`src/rtl/key_collector.sv`:
```
// Collects the first key recovered by the parallel workers, stops the search,
// times it, and streams the winning key out MSB byte first over valid/ready.
module key_collector #(
  parameter int total = 4,
  parameter int CW    = 32,
  parameter int IW    = (total > 1) ? $clog2(total) : 1
) (
  input  logic               i_clk,
  input  logic               i_rst,
  input  logic               i_start,
  input  logic [total-1:0]   i_found,
  input  logic [128*total-1:0] i_keys,
  input  logic [total-1:0]   i_exhausted,
  output logic               o_stop,
  output logic               o_busy,
  output logic               o_hit,
  output logic               o_miss,
  output logic [IW-1:0]      o_winner,
  output logic [127:0]       o_key,
  output logic [CW-1:0]      o_cycles,
  output logic [7:0]         o_byte_data,
  output logic               o_byte_valid,
  input  logic               i_byte_ready
);

  typedef enum logic [1:0] {IDLE, SEARCH, SEND, DONE} state_t;

  state_t         r_state, w_state;
  logic           r_hit, w_hit;
  logic           r_miss, w_miss;
  logic [IW-1:0]  r_winner, w_winner;
  logic [127:0]   r_key, w_key;
  logic [CW-1:0]  r_cycles, w_cycles;
  logic [3:0]     r_idx, w_idx;
  logic [7:0]     r_byte_data, w_byte_data;
  logic           r_byte_valid, w_byte_valid;
  logic           r_stop, w_stop;
  logic           r_busy, w_busy;

  logic           w_any;
  logic [IW-1:0]  w_sel;
  logic [127:0]   w_sel_key;

  always_ff @(posedge i_clk or negedge i_rst) begin
    if (!i_rst) begin
      r_state      <= IDLE;
      r_hit        <= 1'b0;
      r_miss       <= 1'b0;
      r_winner     <= '0;
      r_key        <= '0;
      r_cycles     <= '0;
      r_idx        <= '0;
      r_byte_data  <= '0;
      r_byte_valid <= 1'b0;
      r_stop       <= 1'b0;
      r_busy       <= 1'b0;
    end else begin
      r_state      <= w_state;
      r_hit        <= w_hit;
      r_miss       <= w_miss;
      r_winner     <= w_winner;
      r_key        <= w_key;
      r_cycles     <= w_cycles;
      r_idx        <= w_idx;
      r_byte_data  <= w_byte_data;
      r_byte_valid <= w_byte_valid;
      r_stop       <= w_stop;
      r_busy       <= w_busy;
    end
  end

  // Walk from the top down so the lowest-index hit is the one left standing.
  always_comb begin
    w_any     = 1'b0;
    w_sel     = '0;
    w_sel_key = '0;
    for (int i = total - 1; i >= 0; i--) begin
      if (i_found[i]) begin
        w_any     = 1'b1;
        w_sel     = IW'(i);
        w_sel_key = i_keys[128*i +: 128];
      end
    end
  end

  always_comb begin
    w_state      = r_state;
    w_hit        = r_hit;
    w_miss       = r_miss;
    w_winner     = r_winner;
    w_key        = r_key;
    w_cycles     = r_cycles;
    w_idx        = r_idx;
    w_byte_data  = r_byte_data;
    w_byte_valid = r_byte_valid;

    case (r_state)
      IDLE, DONE: begin
        if (i_start) begin
          w_state  = SEARCH;
          w_hit    = 1'b0;
          w_miss   = 1'b0;
          w_key    = '0;
          w_winner = '0;
          w_cycles = '0;
        end
      end
      SEARCH: begin
        if (i_start) begin
          w_hit    = 1'b0;
          w_miss   = 1'b0;
          w_key    = '0;
          w_winner = '0;
          w_cycles = '0;
        end else if (w_any) begin
          w_state      = SEND;
          w_key        = w_sel_key;
          w_winner     = w_sel;
          w_hit        = 1'b1;
          w_idx        = '0;
          w_byte_data  = w_sel_key[127:120];
          w_byte_valid = 1'b1;
        end else if (&i_exhausted) begin
          w_state = DONE;
          w_miss  = 1'b1;
        end else if (r_cycles != '1) begin
          w_cycles = r_cycles + CW'(1);
        end
      end
      SEND: begin
        if (i_byte_ready) begin
          if (r_idx == 4'd15) begin
            w_state      = DONE;
            w_idx        = '0;
            w_byte_valid = 1'b0;
            w_byte_data  = '0;
          end else begin
            w_idx       = r_idx + 4'd1;
            w_byte_data = r_key[8*(14 - int'(r_idx)) +: 8];
          end
        end
      end
      default: w_state = IDLE;
    endcase

    w_stop = (w_state == SEND) || (w_state == DONE);
    w_busy = (w_state == SEARCH) || (w_state == SEND);
  end

  assign o_stop       = r_stop;
  assign o_busy       = r_busy;
  assign o_hit        = r_hit;
  assign o_miss       = r_miss;
  assign o_winner     = r_winner;
  assign o_key        = r_key;
  assign o_cycles     = r_cycles;
  assign o_byte_data  = r_byte_data;
  assign o_byte_valid = r_byte_valid;

endmodule

```
`config.mk`:
```
export PLATFORM = sky130hd
export DESIGN_NAME = key_collector
export DESIGN_NICKNAME = d
export VERILOG_FILES = /design/src/rtl/key_collector.sv
export SDC_FILE = /design/constraint.sdc
export NUM_CORES = 1
export LEC_CHECK = 0
export ABC_AREA = 1
export BUFFER_PORTS_ARGS = -buffer_cell sky130_fd_sc_hd__buf_4
export CAP_MARGIN = 10
export CORE_AREA = 4 4 273 275
export DETAILED_ROUTE_END_ITERATION = 10
export DIE_AREA = 0 0 277 279
export GPL_TIMING_DRIVEN = 0
export PLACE_DENSITY = 0.4
export SLEW_MARGIN = 20
export SYNTH_ARGS = -nofsm -noshare
export SYNTH_HDL_FRONTEND = slang
export SYNTH_SLANG_ARGS = --single-unit
```
`constraint.sdc`:
```
create_clock -name i_clk -period 4.85 [get_ports i_clk]
set_clock_uncertainty 0.05 [all_clocks]
set_input_delay 0.97 -clock i_clk [delete_from_list [all_inputs] [get_ports i_clk]]
set_output_delay 0.97 -clock i_clk [all_outputs]
set_load 0.03 [all_outputs]
```
* Yosys cells after proc, flatten, opt, wreduce, memory -nomap -nowiden
Index checks and enable logic that the tools add are counted.
Word-level totals: bits in registers 181, input port bits 524, logic and storage cells 100
Cells by class: add/sub/neg operators 3, eq/ne operators 18, shift-type cells 1, muxes and demuxes 55, reductions and logical operators 12
Operators with widths (number):
- 128-bit 2-to-1 mux | 7
- 128-bit case mux with 2 select lines | 1
- 32-bit 2-to-1 mux | 5
- 128-bit by 8-bit indexed part select with 8-bit output | 1
- 32-bit case mux with 2 select lines | 1
- 32-bit by 1-bit adder with 32-bit output (second input constant) | 1
- 8-bit 2-to-1 mux | 4
- 32-bit inequality test (second input constant) | 1
- 2-bit 2-to-1 mux | 13
- 4-bit 2-to-1 mux | 4
- 8-bit case mux with 2 select lines | 1
- 3-bit inequality test (second input constant) | 5
- 1-bit 2-to-1 mux | 13
- 4-bit AND reduction | 3
- 2-bit inequality test (second input constant) | 5
- 5-bit AND reduction | 2
- 2-bit == test (second input constant) | 4
- 4-bit case mux with 2 select lines | 1
- 1-bit case mux with 2 select lines | 3
- 2-bit case mux with 3 select lines | 1
- 4-bit by 4-bit subtractor with 5-bit output (first input constant) | 1
- 4-bit by 1-bit adder with 4-bit output (second input constant) | 1
- 2-bit by 1-bit == test with 1-bit output (second input constant) | 2
- 4-bit == test (second input constant) | 1
- other kinds (6) | 8

* Longest topological paths before layout
word-level depth 9, gate-level depth with buffers 13, gate-level depth less buffers 11

* Worst setup path before layout
No wires, ideal clock.
path kind input to register, from input port i_found[1], to register r_byte_data[4] (netlist: o_byte_data[4]), arrival 2.066 ns, data required time 4.685 ns, slack 2.619 ns, stages 11, path through buf_2 -> nor2_1 -> nand2_1 -> nand2_4 -> o21ai_2 -> nand2_2 -> inv_1 -> buf_2 -> or2_2 -> inv_1 -> nor2_1
Between the ends: longest elaborated chain between the ends 5, elaborated cells between the ends (all ways) 9, those cells by class eq/ne (1); mux (7); reduce/logical (1)
Ends and longest elaborated chain:
- start, declared | line 11 | input logic [total-1:0] i_found,
- 128-bit 2-to-1 mux (2 in series) | line 78 | if (i_found[i]) begin
- 8-bit 2-to-1 mux | line 115 | end else if (w_any) begin
- 8-bit 2-to-1 mux | line 109 | if (i_start) begin
- 8-bit case mux with 2 select lines | line 97 | case (r_state)
- end signal, assigned | line 65 | r_byte_data <= w_byte_data;
- end, declared | line 35 | logic [7:0] r_byte_data, w_byte_data;
Parallel ways exist; a longest one is shown, timed or not. The select of a mux whose other input is x is not followed. A chain may end at the register's enable or synchronous reset.

* Final worst setup path
from input port i_found[2], to register r_key[42] (netlist: o_key[42])
Between the ends: longest elaborated chain between the ends 6, elaborated cells between the ends (all ways) 11, those cells by class eq/ne (1); mux (9); reduce/logical (1)
Ends and longest elaborated chain:
- 128-bit 2-to-1 mux (3 in series) | line 78
- 128-bit 2-to-1 mux | line 115
- 128-bit 2-to-1 mux | line 109
- 128-bit case mux with 2 select lines | line 97
- end signal, assigned | line 62 | r_key <= w_key;
- end, declared | line 32 | logic [127:0] r_key, w_key;
Parallel ways exist; a longest one is shown, timed or not. The select of a mux whose other input is x is not followed.

==> results.sh <==
export IMPL_grt_antenna_before_repair=9
export IMPL_cts_clk_slew_worst_paths_ps=80
export IMPL_power_frac_comb_pct=60.7
export IMPL_fp_dieH_um=279
export IMPL_ys_flop_type="dfrtp_1"
export IMPL_drv_cap=0
export IMPL_reg2reg_to="o_key[32]"
export IMPL_hpwl_mm=81.32
export IMPL_required_ps=5200
export IMPL_drive_gt1_share_pct=33.78
export IMPL_synth_edff_count=0
export IMPL_syn_inst=2020
export IMPL_arrival_ps=3450
export IMPL_period_share_pct=63.81
export IMPL_internal_power_mw=4.825
export IMPL_core_area_um2=72340
export IMPL_die_w_um=277
export IMPL_timing_rr_start="r_state[1]"
export IMPL_place_area_um2=19600
export IMPL_grt_max_degree=75
export IMPL_cts_resized=0
export IMPL_numCtsBuffers=17
export IMPL_pwr_density_cell_nw_per_um2=534.9
export IMPL_ant_nets=0
export IMPL_path_max_fanout=10
export IMPL_max_slew_worst_pin_slew_ps=1141
export IMPL_clockBufferDepth=2
export IMPL_hp_class="in -> async"
export IMPL_fmax_mhz=323.1
export IMPL_route_met3_wl_mm=6.942
export IMPL_setup_viol=0
export IMPL_io_buffers=696
export IMPL_crit_type="in -> reg"
export IMPL_final_area_um2=20200
export IMPL_timing_hold_ws_ps=313.9
export IMPL_ys_async_sr_fraction_pct=100.0
export IMPL_yosys_top_cells_area="dfrtp_1 34%, nand2_1 16%, a21oi_1 11%"
export IMPL_power_leakage_nw=9.490
export IMPL_irDropWorstVdd_v=0.0003332
export IMPL_initial_core_util_pct=18.12
export IMPL_yosysSeqAreaShare_pct=34.37
export IMPL_yosysMostFrequentCell="nand2_1"
export IMPL_overflow=0
export IMPL_synth_common_cells="563 x nand2_1, 301 x a21oi_1, 232 x o21ai_0"
export IMPL_p_sw_mw=5.980
export IMPL_cts_root_buffer="clkbuf_16"
export IMPL_pwr_share_clk_pct=14.0
export IMPL_place_gp_congestion=0.9395
export IMPL_wl_per_cell_um=26.29
export IMPL_met1_length_mm=40.83
export IMPL_first_global_vias=17770
export IMPL_hold_violations=0
export IMPL_crit_start="i_found[2]"
export IMPL_cp_endpoint="o_key[42]"
export IMPL_holdBufCountCts=0
export IMPL_final_max_slew_viol_count=0
export IMPL_synth_seq_cells=180
export IMPL_drt_iter0_drc=975
export IMPL_totalWireLength_mm=97.57
export IMPL_n_fill_cell=8291
export IMPL_grt_pass1_wl_mm=134.7
export IMPL_swShare_pct=55.34
export IMPL_vias=17080
export IMPL_yosysWarnings=0
export IMPL_synth_top_area_cell="dfrtp_1"
export IMPL_regArea_um2=4504
export IMPL_routed_via_density=4.603
export IMPL_post_cts_setup_buffers=0
export IMPL_ys_types=36
export IMPL_cts_tree="done"
export IMPL_worst_skew_pair_late_latency_ps=500
export IMPL_cp_end_kind="register"
export IMPL_fin_crit_ps=3095
export IMPL_grtUsageTotal_pct=24.28
export IMPL_cts_sinks=180
export IMPL_dieArea_um2=77280
export IMPL_syn_area_per_cell_um2=6.488
export IMPL_htree_levels=4
export IMPL_synth_top_area_share_pct=34.37
export IMPL_first_pass_iters=8
export IMPL_syn_to_final_growth_pct=54.12
export IMPL_maxSlewHeadroom_pct=23.93
export IMPL_grt_setup_unrepaired="no"
export IMPL_cp_start_kind="input pin"
export IMPL_io_pins=699
export IMPL_num_rows=99
export IMPL_setup_tns_ps=0
export IMPL_met2_length_mm=48.62
export IMPL_multi_input_area_um2=7478
export IMPL_status="completed"
export IMPL_synth_nets=2548
export IMPL_r2r_cells=9
export IMPL_nets=3265
export IMPL_maxUsedRoutingLayer="met5"
export IMPL_seqPwrFrac_pct=25.3
export IMPL_syn_area_um2=13110
export IMPL_worst_r2r_setup_slack_ps=1890
export IMPL_drc=0
sequential cells by signal, indices dropped and copies added, names as in the netlist:
name and flops:
o_busy 1, o_byte_data 8, o_byte_valid 1, o_cycles 32, o_hit 1, o_key 128
o_miss 1, o_winner 2, r_idx 4, r_state 2
placed cells by master (no fill, tap or decap), drive strengths merged:
| master | count |
|---|---|
| nor3b | 1 |
| ha | 4 |
| diode | 2 |
| bufinv | 1 |
| dfrtp | 180 |
| clkbuf | 106 |
| o211ai | 18 |
| nor3 | 6 |
| nand2 | 569 |
| xor2 | 10 |
| a21oi | 302 |
| buf | 758 |
| a21o | 3 |
| nand3 | 84 |
| o31ai | 2 |
| or2 | 130 |
| nor2 | 98 |
| inv | 137 |
| clkinv | 6 |
| o21ai | 242 |
| a22o | 3 |
| o22ai | 69 |
| o41ai | 1 |
| nand4 | 19 |
| o21bai | 1 |
power by group through the flow:
stage	clock (mW)	combinational [mW]	sequential (mW)
2_1_floorplan	0	2.22	3.66
3_3_place_gp	0	6.61	2.74
3_5_place_dp	0	6.64	2.76
4_1_cts	1.59	6.65	2.74
5_1_grt	1.62	7.02	2.80
6_report	1.52	6.56	2.73
layer usage:
metal,vias up,GRT usage [%]
met4,12,3.488
met2,607,43.07
li1,8159,-
met5,-,0
met3,59,7.400
met1,8245,29.72
cell families (layout without fill, tap and decap cells):
group	Yosys count	in the layout	share of synthesized area, %
compound gates	641	641	25.85
simple gates	907	907	30.10
xor+xnor	10	10	0.7256
buf+inv	278	1008	8.573
flops	180	180	34.37
other cells	0	2	0
fa+ha+maj	4	4	0.3819
worst min-delay path by stage:
stage                            from           end  cells after the start
after floorplan              r_idx[1]      r_idx[1]                      2
after global placement    o_winner[1]   o_winner[1]                      2
after detailed placement        o_hit         o_hit                      2
after CTS                       i_rst  o_cycles[13]                      1
after global routing            i_rst  o_cycles[13]                      1
final                           i_rst  o_cycles[13]                      1
per-stage QoR:
step	power, mW	cells	util [%]	setup WS, ps
finish	10.80	3711	27.92	1755
floorplan	5.878	2020	-	2619
global placement	9.353	3675	27.00	705.4
detailed placement	9.397	3677	27.09	1250
CTS	10.98	3709	27.91	1801
global route	11.45	3709	27.92	1773
area by class of cell:
type                    count  share of cell area [%]
clock inverters            13                  0.6938
flip-flops and latches    180                   22.30
repair buffers            698                   26.18
well taps                 959                   5.940
plain buffers             147                   3.165
multi-input cells        1562                   37.02
clock buffers              19                   2.242
diodes                      2                 0.02478
inverters                 131                   2.434
worst max-delay path, stage by stage:
cell	delay (ps)
buf_4	120
inv_1	40
nand2_1	40
inv_1	100
clkbuf_2	520
clkbuf_1	900
nand2_1	350
nand2_1	140
a21oi_1	80
o22ai_1	150
Power figures use the tool's default switching activity.
